--- src/rtl/axi_lite_pkg.sv ---
// Shared types for the AXI4-Lite register slave: response codes and FSM states.
package axi_lite_pkg;

  typedef logic [1:0] axi_resp_t;

  localparam axi_resp_t RESP_OKAY   = 2'b00;
  localparam axi_resp_t RESP_SLVERR = 2'b10;

  typedef enum logic {W_COLLECT, W_RESP} wstate_t;
  typedef enum logic {R_IDLE, R_RESP}    rstate_t;

  // Byte-lane merge: lanes with strb set take the new data.
  function automatic logic [31:0] strb_merge(input logic [31:0] old_v,
                                             input logic [31:0] new_v,
                                             input logic [3:0]  strb);
    logic [31:0] res;
    res = old_v;
    for (int b = 0; b < 4; b++)
      if (strb[b]) res[8*b +: 8] = new_v[8*b +: 8];
    return res;
  endfunction

endpackage

--- src/rtl/axi_lite_regfile.sv ---
// Register storage: byte-strobed write port, combinational read of pre-edge contents.
module axi_lite_regfile
  import axi_lite_pkg::*;
#(
  parameter int NUM_REGS = 4,
  parameter int IDX_W    = $clog2(NUM_REGS)
) (
  input  logic             clk,
  input  logic             rst,
  input  logic             we,
  input  logic [IDX_W-1:0] widx,
  input  logic [31:0]      wdata,
  input  logic [3:0]       wstrb,
  input  logic [IDX_W-1:0] ridx,
  output logic [31:0]      rdata
);

  logic [NUM_REGS-1:0][31:0] regs;
  logic [NUM_REGS-1:0]       sel;

  for (genvar r = 0; r < NUM_REGS; r++) begin : g_sel
    assign sel[r] = we && (widx == IDX_W'(r));
  end

  always_ff @(posedge clk) begin
    if (rst) begin
      regs <= '0;
    end else begin
      for (int i = 0; i < NUM_REGS; i++)
        if (sel[i]) regs[i] <= strb_merge(regs[i], wdata, wstrb);
    end
  end

  assign rdata = regs[ridx];

endmodule

--- src/rtl/axi_lite_slave_regs.sv ---
// AXI4-Lite leaf slave: NUM_REGS x 32-bit registers, independent write/read FSMs,
// SLVERR on addresses beyond the register window.
module axi_lite_slave_regs
  import axi_lite_pkg::*;
#(
  parameter int ADDR_W   = 32,
  parameter int DATA_W   = 32,
  parameter int NUM_REGS = 4
) (
  input  logic                clk,
  input  logic                rst,
  input  logic [ADDR_W-1:0]   awaddr,
  input  logic                awvalid,
  output logic                awready,
  input  logic [DATA_W-1:0]   wdata,
  input  logic [DATA_W/8-1:0] wstrb,
  input  logic                wvalid,
  output logic                wready,
  output logic [1:0]          bresp,
  output logic                bvalid,
  input  logic                bready,
  input  logic [ADDR_W-1:0]   araddr,
  input  logic                arvalid,
  output logic                arready,
  output logic [DATA_W-1:0]   rdata,
  output logic [1:0]          rresp,
  output logic                rvalid,
  input  logic                rready
);

  localparam int IDX_W = $clog2(NUM_REGS);

  function automatic logic in_range(input logic [ADDR_W-1:0] a);
    return a[ADDR_W-1:2+IDX_W] == '0;
  endfunction

  wstate_t wstate, wstate_nxt;
  rstate_t rstate, rstate_nxt;

  logic                aw_held, w_held;
  logic [ADDR_W-1:0]   aw_addr_q;
  logic [DATA_W-1:0]   wdata_q;
  logic [DATA_W/8-1:0] wstrb_q;
  axi_resp_t           bresp_q, rresp_q;
  logic [DATA_W-1:0]   rdata_q;
  logic [31:0]         rf_rdata;

  logic aw_hs, w_hs, ar_hs, commit;

  assign awready = !rst && !aw_held;
  assign wready  = !rst && !w_held;
  assign arready = !rst && (rstate == R_IDLE);
  assign bvalid  = (wstate == W_RESP);
  assign rvalid  = (rstate == R_RESP);
  assign bresp   = bresp_q;
  assign rresp   = rresp_q;
  assign rdata   = rdata_q;

  assign aw_hs  = awvalid && awready;
  assign w_hs   = wvalid && wready;
  assign ar_hs  = arvalid && arready;
  // A pair collected while B is outstanding waits until the B handshake retires.
  assign commit = aw_held && w_held && (wstate == W_COLLECT);

  // Address bits [1:0] carry no meaning for word registers.
  logic unused_lsbs;
  assign unused_lsbs = ^{awaddr[1:0], araddr[1:0], aw_addr_q[1:0]};

  // ---------------- write path ----------------
  always_comb begin
    wstate_nxt = wstate;
    case (wstate)
      W_COLLECT: if (commit) wstate_nxt = W_RESP;
      W_RESP:    if (bready) wstate_nxt = W_COLLECT;
    endcase
  end

  always_ff @(posedge clk) begin
    if (rst) begin
      wstate  <= W_COLLECT;
      aw_held <= 1'b0;
      w_held  <= 1'b0;
      bresp_q <= RESP_OKAY;
    end else begin
      wstate <= wstate_nxt;
      if (aw_hs)       aw_held <= 1'b1;
      else if (commit) aw_held <= 1'b0;
      if (w_hs)        w_held  <= 1'b1;
      else if (commit) w_held  <= 1'b0;
      if (commit) bresp_q <= in_range(aw_addr_q) ? RESP_OKAY : RESP_SLVERR;
    end
  end

  always_ff @(posedge clk) begin
    if (aw_hs) aw_addr_q <= awaddr;
    if (w_hs) begin
      wdata_q <= wdata;
      wstrb_q <= wstrb;
    end
  end

  axi_lite_regfile #(.NUM_REGS(NUM_REGS)) u_regfile (
    .clk   (clk),
    .rst   (rst),
    .we    (commit && in_range(aw_addr_q)),
    .widx  (aw_addr_q[2 +: IDX_W]),
    .wdata (wdata_q),
    .wstrb (wstrb_q),
    .ridx  (araddr[2 +: IDX_W]),
    .rdata (rf_rdata)
  );

  // ---------------- read path ----------------
  always_comb begin
    rstate_nxt = rstate;
    case (rstate)
      R_IDLE: if (ar_hs)  rstate_nxt = R_RESP;
      R_RESP: if (rready) rstate_nxt = R_IDLE;
    endcase
  end

  // rf_rdata is the pre-edge value, so a same-edge commit is not observed here.
  always_ff @(posedge clk) begin
    if (rst) begin
      rstate  <= R_IDLE;
      rdata_q <= '0;
      rresp_q <= RESP_OKAY;
    end else begin
      rstate <= rstate_nxt;
      if (ar_hs) begin
        rdata_q <= in_range(araddr) ? rf_rdata : '0;
        rresp_q <= in_range(araddr) ? RESP_OKAY : RESP_SLVERR;
      end
    end
  end

endmodule

--- config.mk ---
export PLATFORM = sky130hd
export DESIGN_NAME = axi_lite_slave_regs
export DESIGN_NICKNAME = d
export VERILOG_FILES = /design/src/rtl/axi_lite_pkg.sv /design/src/rtl/axi_lite_regfile.sv /design/src/rtl/axi_lite_slave_regs.sv
export SDC_FILE = /design/constraint.sdc
export NUM_CORES = 1
export LEC_CHECK = 0
export BUFFER_PORTS_ARGS = -buffer_cell sky130_fd_sc_hd__buf_2
export CAP_MARGIN = 20
export CELL_PAD_IN_SITES_DETAIL_PLACEMENT = 2
export CELL_PAD_IN_SITES_GLOBAL_PLACEMENT = 2
export CORE_MARGIN = 2
export CORE_UTILIZATION = 35
export CTS_BUF_LIST = sky130_fd_sc_hd__clkbuf_16
export DETAILED_ROUTE_END_ITERATION = 12
export PLACE_DENSITY = 0.75
export SLEW_MARGIN = 20
export SYNTH_ARGS = -nofsm -noshare
export SYNTH_HDL_FRONTEND = slang
export SYNTH_SLANG_ARGS = --single-unit
--- constraint.sdc ---
create_clock -name clk -period 2.1 [get_ports clk]
set_input_delay 0.105 -clock clk [delete_from_list [all_inputs] [get_ports clk]]
set_output_delay 0.105 -clock clk [all_outputs]
set_load 0.02 [all_outputs]
==> run summary <==
ys async rst share = 0
final wirelength = 27100 um
Yosys top cell area share = 0.337
Pwr per Cell Area = 770 mW/mm2
Die Span X = 172 um
RSZ-0062 raised after global routing = no
met2 Use GR = 0.349
worst hold path class = in -> reg
grt total ovfl = 0
Final HPWL DP = 16400 um
Filler cells = 2773
Starting Density = 0.355
Post-DP Area = 0.0114 mm2
synthesized area = 0.00986 mm2
Final WS setup = 0.135 ns
syn_area_per_cell = 12.5 um2
DR vias = 6819
GR peak layer = met2
post-CTS sizing = 0
Synth Flop Type = dfxtp_1
port bufs = 141
clk_lat worst skew = 0.53 ns
status = complete, no violations
DRC Markers = 0
skew final = 0.00755 ns
leading post-synthesis cells by cell area = dfxtp_1 (34%), edfxtp_1 (20%), mux2i_1 (13%)
TritonCTS buffer count = 28
Final Non-Filler Cells = 1416
Slew @ Worst Pin = 0.709 ns
initial antenna violation count = 0
Synth Instances = 790
dpl ws = 0.146 ns
Max VDD drop = 0.546 mV
Clock Pin Slew Worst Setup and Hold Paths = 0.06 ns
largest net degree at the start of global routing = 202
diode count = 0
post-route minimum period = 1.96 ns
Bufs on Longest Clock Path = 3
row count = 61
Final Cycle Share = 0.935
first-pass GRT wire length = 42500 um
Max FO, Critical Path = 17
grt met3 use = 0.0288
max cap viols = 0
GP Congestion = 0.684
fmax = 509 MHz
number of global-route vias before repair = 7713
Post-synth top cells = dfxtp_1 (166), nand2b_1 (163), mux2i_1 (128), edfxtp_1 (66), nor2_1 (42)
post-synth cell types = 29
First-pass DRT Iterations = 4
sequential area share after synthesis = 0.538
CP Launch Type = flop
cell area after layout = 0.0130 mm2
Root Buffer = clkbuf_16
final slew viol count = 0
area occupied by registers = 0.00531 mm2
nets@finish = 1124
slew margin rel. = 0.527
Worst Setup Path Type = reg -> reg
top-count cell post-synth = dfxtp_1
Placed Instances = 1294
multi-input logic area = 0.00425 mm2
flop2flop setup slack = 0.14 ns
Data required, critical path = 2.55 ns
GR Util met1 = 0.222
area leader, netlist = dfxtp_1
Total Routing Usage GR = 0.186
die area = 0.0295 mm2
CTS tree = done
share of cells above drive strength 1 = 0.259
synth-to-layout area growth = 31.5%
CP arrival = 2.41 ns
final setup fails = 0
EDFF count, synth = 66
leak pwr = 4.63 nW
CTS sink count = 232
core footprint = 0.0278 mm2
Yosys reg bits = 232
Top Ports = 148
Worst setup EP type = flop
Max H-tree Level = 1
Die Y = 172 um
Final Hold Vio Count = 0
synth warn = 0
ANT nets after route = 0
Starting DRT DRC Count = 290
Wirelength per Cell = 19.1 um
vias per inst = 4.82
==> cells in the final DEF (no fill, tap or decap), types with 2 or more instances in the layout <==
| master | synthesis | routed |
|---|---|---|
| buf_12 | 0 | 21 |
| clkinv_2 | 0 | 5 |
| edfxtp_1 | 66 | 66 |
| nand4_4 | 2 | 2 |
| buf_2 | 4 | 140 |
| nor4_4 | 19 | 23 |
| nand2b_1 | 163 | 163 |
| nor3_1 | 3 | 3 |
| clkinvlp_4 | 0 | 2 |
| bufinv_16 | 0 | 2 |
| buf_4 | 2 | 9 |
| mux2i_1 | 128 | 128 |
| inv_1 | 37 | 43 |
| mux4_2 | 32 | 32 |
| dlygate4sd3_1 | 0 | 71 |
| nand2_1 | 33 | 33 |
| clkbuf_16 | 0 | 30 |
| dfxtp_1 | 166 | 166 |
| nor4_1 | 7 | 7 |
| o31a_1 | 32 | 32 |
| nor2_1 | 42 | 42 |
| a21oi_1 | 2 | 2 |
| clkinv_1 | 0 | 6 |
| conb_1 | 1 | 2 |
==> layer usage <==
layer	share of wire	wire [um]
met1	0.42	11500
met2	0.52	14100
met3	0.038	1040
met4	0.016	442
met5	0	0
==> cell type report <==
cell class,count,area share
Inverter,37,0.0107
Tap cell,378,0.0365
Clock buffer,30,0.0579
Timing Repair Buffer,241,0.147
Clock inverter,21,0.0112
Sequential cell,232,0.409
Multi-Input combinational cell,477,0.328
==> worst paths after layout <==
kind / startpoint / to / depth (start not counted)
setup / recovery: aw_addr_q[21]$_DFFE_PP_ / u_regfile.regs[11]$_SDFFE_PP0P_ / 6
hold / removal: rst / bvalid$_SDFF_PP0_ / 3
setup reg to reg: aw_addr_q[21]$_DFFE_PP_ / u_regfile.regs[11]$_SDFFE_PP0P_ / 6
hold reg to reg: u_regfile.regs[123]$_SDFFE_PP0P_ / u_regfile.regs[123]$_SDFFE_PP0P_ / 2
==> kinds of logic after synthesis <==
kind of cell | Yosys count | synth area share
simple gates | 280 | 0.194
compound gates | 35 | 0.0302
other cells | 1 | 0.000380
flops | 232 | 0.538
buf+inv | 82 | 0.0344
mux | 160 | 0.203
==> state kept, by name (all words and copies together), names as in the netlist <==
register	cells
aw_addr_q	30
aw_held	1
bresp	1
bvalid	1
rdata	32
rresp	1
rvalid	1
u_regfile.regs	128
w_held	1
wdata_q	32
wstrb_q	4
==> stage by stage <==
step | power (mW) | TNS (ns) | hold slack, ns | utilization
after CTS | 10.1 | 0 | 0.206 | 0.467
after global placement | 5.25 | 0 | 0.282 | 0.409
after floorplan | 5.05 | -1.20 | 0.204 | -
after detailed placement | 5.27 | 0 | 0.284 | 0.409
final | 9.98 | 0 | 0.170 | 0.467
after global routing | 10.3 | 0 | 0.215 | 0.467
==> critical path, stage by stage (launching register included) <==
cell,delay [ns]
edfxtp_1,0.43
nor4_4,0.35
nand4_4,0.14
buf_12,0.20
nor4_4,0.33
buf_12,0.18
mux2i_1,0.22
==> repair_timing <==
item	CTS	global route
hold buffers	71	0
buffers inserted	0	0
hold endpoints to repair	70	0
==> power by group <==
part	total (mW)	internal [mW]	switching [mW]
Sequential	4.71	4.68	0.0347
Combinational	0.559	0.278	0.281
Clock	4.72	2.80	1.92
(Power assumes the default switching activity.)
